==> src/rtl/pfb_pkg.sv <==
// Shared types and defaults for the polyphase filter bank commutator.
package pfb_pkg;

    typedef enum logic [1:0] {
        IDLE   = 2'd0,
        LOAD   = 2'd1,
        REPLAY = 2'd2
    } pfb_state_t;

    localparam int DEF_FFT_LEN = 64;
    localparam int DEF_DEC_FAC = 48;
    localparam int DEF_WIDTH   = 16;

    // One modulo-P step of the phase-rotation offset (reference form).
    function automatic int unsigned ofs_step(input int unsigned ofs,
                                             input int unsigned step,
                                             input int unsigned p);
        int unsigned s;
        s = ofs + step;
        return (s >= p) ? s - p : s;
    endfunction

endpackage

==> src/rtl/pfb_mod_acc.sv <==
// Modulo-MOD accumulator: acc <- (acc + step) mod MOD on en, cleared by clr.
// step must be below MOD, so one conditional subtract replaces a divider.
module pfb_mod_acc #(
    parameter int W   = 4,
    parameter int MOD = 16
) (
    input  logic         clk,
    input  logic         rst,
    input  logic         clr,
    input  logic         en,
    input  logic [W-1:0] step,
    output logic [W-1:0] acc
);

    localparam logic [W:0] MODV = (W+1)'(MOD);

    logic [W:0] sum;
    assign sum = {1'b0, acc} + {1'b0, step};

    // Accumulate with wrap; one extra bit on the sum catches the overflow.
    always_ff @(posedge clk or posedge rst) begin
        if (rst)
            acc <= '0;
        else if (clr)
            acc <= '0;
        else if (en)
            acc <= (sum >= MODV) ? W'(sum - MODV) : sum[W-1:0];
    end

endmodule

==> src/rtl/pfb_commutator_seq.sv <==
// Commutator sequencer: per frame admits DEC_FAC samples into the branch
// delay lines, then replays the remaining branches with the lines frozen.
module pfb_commutator_seq
    import pfb_pkg::*;
#(
    parameter int FFT_LEN = DEF_FFT_LEN,
    parameter int DEC_FAC = DEF_DEC_FAC,
    parameter int WIDTH   = DEF_WIDTH,
    parameter int IDXW    = $clog2(FFT_LEN)
) (
    input  logic             clk,
    input  logic             rst,
    input  logic             run,
    input  logic [WIDTH-1:0] s_data,
    input  logic             s_valid,
    output logic             s_ready,
    output logic             dl_en,
    output logic [WIDTH-1:0] dl_din,
    output logic [IDXW-1:0]  branch,
    output logic             br_valid,
    output logic             sof,
    output logic             eof,
    output logic [IDXW-1:0]  shift_ofs
);

    localparam logic [IDXW-1:0] LAST_LD = IDXW'(DEC_FAC - 1);
    localparam logic [IDXW-1:0] LAST_BR = IDXW'(FFT_LEN - 1);
    localparam logic [IDXW-1:0] STEP    = IDXW'(DEC_FAC);

    pfb_state_t      state, state_nxt;
    logic [IDXW-1:0] bc;
    logic [IDXW-1:0] acc;
    logic            hs, qual, frame_end;

    // Sample port is open only while loading; state is itself a register.
    assign s_ready = (state == LOAD);

    // State register.
    always_ff @(posedge clk or posedge rst) begin
        if (rst)
            state <= IDLE;
        else
            state <= state_nxt;
    end

    // Next state plus per-cycle qualifiers (handshake, branch cycle, frame end).
    always_comb begin
        state_nxt = state;
        hs        = 1'b0;
        qual      = 1'b0;
        frame_end = 1'b0;
        case (state)
            IDLE: begin
                if (run)
                    state_nxt = LOAD;
            end
            LOAD: begin
                hs   = s_valid;
                qual = s_valid;
                if (s_valid && bc == LAST_LD)
                    state_nxt = REPLAY;
            end
            REPLAY: begin
                qual = 1'b1;
                if (bc == LAST_BR) begin
                    frame_end = 1'b1;
                    state_nxt = run ? LOAD : IDLE;
                end
            end
            default: state_nxt = IDLE;
        endcase
    end

    // Branch counter: advances on every branch cycle, wraps at frame end.
    always_ff @(posedge clk or posedge rst) begin
        if (rst)
            bc <= '0;
        else if (frame_end)
            bc <= '0;
        else if (qual)
            bc <= bc + 1'b1;
    end

    // Offset accumulator steps by DEC_FAC mod FFT_LEN at each frame end.
    pfb_mod_acc #(
        .W   (IDXW),
        .MOD (FFT_LEN)
    ) u_ofs_acc (
        .clk  (clk),
        .rst  (rst),
        .clr  (1'b0),
        .en   (frame_end),
        .step (STEP),
        .acc  (acc)
    );

    // Registered outputs, one cycle behind the qualifying cycle. shift_ofs is
    // latched at branch 0 so it stays constant through the frame's eof cycle.
    always_ff @(posedge clk or posedge rst) begin
        if (rst) begin
            dl_en     <= 1'b0;
            dl_din    <= '0;
            branch    <= '0;
            br_valid  <= 1'b0;
            sof       <= 1'b0;
            eof       <= 1'b0;
            shift_ofs <= '0;
        end else begin
            dl_en    <= hs;
            br_valid <= qual;
            sof      <= qual && (bc == '0);
            eof      <= qual && (bc == LAST_BR);
            if (hs)
                dl_din <= s_data;
            if (qual)
                branch <= bc;
            if (qual && bc == '0)
                shift_ofs <= acc;
        end
    end

endmodule

==> config.mk <==
export PLATFORM = sky130hd
export DESIGN_NAME = pfb_commutator_seq
export DESIGN_NICKNAME = d
export VERILOG_FILES = /design/src/rtl/pfb_pkg.sv /design/src/rtl/pfb_mod_acc.sv /design/src/rtl/pfb_commutator_seq.sv
export SDC_FILE = /design/constraint.sdc
export NUM_CORES = 1
export LEC_CHECK = 0
export BUFFER_PORTS_ARGS = -buffer_cell sky130_fd_sc_hd__buf_2
export CORE_MARGIN = 1.5
export CORE_UTILIZATION = 28
export DETAILED_ROUTE_END_ITERATION = 6
export SYNTH_ARGS = -nofsm -noshare
export SYNTH_HDL_FRONTEND = slang
export SYNTH_SLANG_ARGS = --single-unit
==> constraint.sdc <==
create_clock -name clk -period 2 [get_ports clk]
set_input_delay 0.2 -clock clk [delete_from_list [all_inputs] [get_ports clk]]
set_output_delay 0.2 -clock clk [all_outputs]
set_load 0.02 [all_outputs]
==> reports/results.ini <==
[yosys]
syn_area_mm2=0.001688
synth_top_flop_cell=dfrtp_1
syn_avg_cell_area_um2=12.41
yosysTopAreaCell=dfrtp_1
synth_area_leaders=dfrtp_1 (56%), mux2_2 (12%), ha_1 (4.4%), nand2_1 (3.8%), buf_4 (1.8%)
async_flop_share_pct=100.0
yosysWarnings=0
synth_edf_count=0
synth-seq-cells=38
synth_cells=136
synth_top_area_share_pct=56.34
yosysSeqAreaShare_pct=56.34
yosysUniqueCellTypes=33

[detailed_routing]
firstDrtPassIters=4
drc=0
top_layer=met4
dr.first_iter.drc_count=20
wl_per_cell_um=11.13
ant_nets=0
vias_per_cell=4.272
drt-met1-wl_um=1329
wl_um=2949
wl_met2_um=1310
via_count=1132
met3_length_um=244

[floorplanning]
start_util_pct=28.68
die_w_um=80.64
die_y_um=80.64
ios=53
fp.coreArea_mm2=0.005886
rows=28
die_area_mm2=0.006503

[grt]
antenna_found_initial=0
grt_max_degree=39
grt_pass1_wl_um=4788
grt_pass1_vias=1096
overflow=0
grt.total_usage_pct=9.902

[sta]
whs_ns=0.009930
fin_worst_skew_ns=0.007275
rsz0062_at_grt=false
drv_slew=0
period_share_pct=87.90
tns_ns=0
hold_viol_final=0
fmax_mhz=568.8
setup_viol=0
fin_crit_ns=1.758

[setup_path]
path_delay_family=flip-flops
startpoint_type=register
path_class=register to register
rrSetupSlack_ns=0.24
path_buf_inv=1
cp.arrival_ns=1.94
worst_setup_path_end_kind=register
cp_slowest_cell=dfrtp_1
ff2ff_path_depth=6
cp.required_ns=2.18
crit_path_max_fanout=5
reg2reg_to=shift_ofs[4]
critical_path.max_stage_delay_ns=0.41
r2r_start=state[1]
path_cells=inv_1 > ha_1 > a21o_2 > nand2_2 > nor4_4 > mux2_2

[power_and_ir_drop]
combinationalPowerShare_pct=36.3
ir_drop_mv=0.4621
p_leak_nw=1.084
netSwitchingPower_mw=1.115
power_density_mw_per_mm2=1460
clock_power_share_pct=24.9
seqPwrFrac_pct=38.8
intPower_mw=2.006
switching_share_pct=35.72

[layout]
multi_input_area_um2=659.4
seqCellArea_um2=950.9
layout-drive-gt1-share_pct=46.84
syn2layout_area_growth_pct=26.61
diodes=0
fill_cells=608
num-nets-final=215

[cts]
clk_latency_ns=0.29
cts_root_buf=clkbuf_8
numCtsBuffers=5
htreeDepth=2
cts.path.max_buffers=2
cts_resized=0
cts_hold_buf=0
cts_tree=done
cts.sinks=38
path_clk_slew_ns=0.08
postCtsSetupRepairBufs=0

[worst_hold_path]
hold_class=primary input to async pin

[placement]
portBuffers=48
dp_hpwl_um=2173
gp_congestion=0.6922

[flow_run]
maxCapViolations=0

[run_status]
outcome=complete, no violations

-- logic make-up (layout without fill, tap and decap cells) --
kind of cell / after synthesis / count (layout) / share of synthesized area (%)
mux: 20 / 20 / 13.27
fa+ha+maj: 6 / 6 / 4.448
other cells: 1 / 4 / 0.2222
xor+xnor: 6 / 6 / 3.114
simple gates: 39 / 39 / 12.31
buf+inv: 16 / 67 / 5.263
compound gates: 10 / 10 / 5.041
flops: 38 / 38 / 56.34
-- area by class of cell --
class                      instances  share of cell area, %
multi-input combinational         85                  30.85
sequential                        38                  44.50
clock buffer                       5                  3.220
clock inverter                     3                  3.220
tap                               75                  4.391
timing repair buffer              51                  12.30
inverter                           8                  1.522
-- power groups by stage --
stage / clock network [mW] / logic (mW) / registers (mW)
2_1_floorplan: 0 / 0.548 / 1.48
3_3_place_gp: 0 / 1.15 / 1.22
3_5_place_dp: 0 / 1.16 / 1.23
4_1_cts: 0.803 / 1.16 / 1.22
5_1_grt: 0.833 / 1.25 / 1.25
6_report: 0.778 / 1.13 / 1.21
-- how the worst max path moves through the flow --
stage / to / start / depth (start not counted)
final: shift_ofs[4] / state[1] / 6
after global routing: shift_ofs[4] / state[1] / 6
after global placement: shift_ofs[5] / state[1] / 6
after detailed placement: shift_ofs[4] / state[1] / 6
after floorplan: dl_din[10] / state[1] / 6
after CTS: shift_ofs[4] / state[1] / 6
-- flip-flops by register name, summed over array words and instances (netlist names) --
name and cells:
branch 6, dl_en 1, dl_din 16, state 2, shift_ofs 2, br_valid 1
bc 6, sof 1, u_ofs_acc.acc 2, eof 1
-- cells in the mapped netlist (2+ instances only) --
cell type	count
nor2_1	7
mux2_2	18
xnor2_1	3
buf_4	4
a21oi_1	2
inv_1	7
o21ai_0	2
nand3_1	5
and3_2	2
ha_1	6
buf_2	3
dfrtp_1	38
xor2_1	3
nand2_1	17
-- cells in the final DEF, fill, tap and decap left out --
cell	netlist	layout
nand2_1	17	17
nor2_1	7	7
o221ai_2	1	1
buf_4	4	3
a41oi_2	1	1
o21ai_0	2	2
mux2i_1	1	1
and4_4	1	1
inv_4	1	1
and4_2	1	1
clkbuf_8	0	5
or2b_2	1	1
a21boi_0	1	1
a21o_2	1	1
conb_1	1	4
mux2_1	1	1
nor4_4	1	1
clkinv_4	0	1
dfrtp_1	38	38
xnor2_1	3	3
ha_1	6	6
bufinv_16	0	2
nand2_2	1	1
buf_2	3	48
inv_1	7	7
o22a_1	1	1
mux2_2	18	18
and3_1	1	1
a21oi_2	1	1
a21oi_1	2	2
and3_2	2	2
nand3_1	5	5
xor2_1	3	3
and2_1	1	1
nand3b_1	1	1
-- worst reg2reg max path: stages, from the launching register on --
cell and delay [ns]:
dfrtp_1 0.41, inv_1 0.09, ha_1 0.24, a21o_2 0.19
nand2_2 0.08, nor4_4 0.27, mux2_2 0.36
-- per-stage QoR --
step	util, %	instance area [um^2]	power (mW)	std cells	worst slack (ns)
floorplan	-	1699	2.031	139	0.1921
global placement	33.97	1999	2.368	257	0.2707
detailed placement	33.97	1999	2.389	257	0.2283
CTS	36.31	2137	3.176	265	0.2199
global route	36.31	2137	3.335	265	0.09912
finish	36.31	2137	3.121	265	0.2419
-- routing by layer --
layer	vias up	track usage, %
li1	552	-
met1	534	10.13
met5	-	0
met4	0	5.690
met3	7	3.864
met2	39	17.06
(Power assumes the default switching activity.)
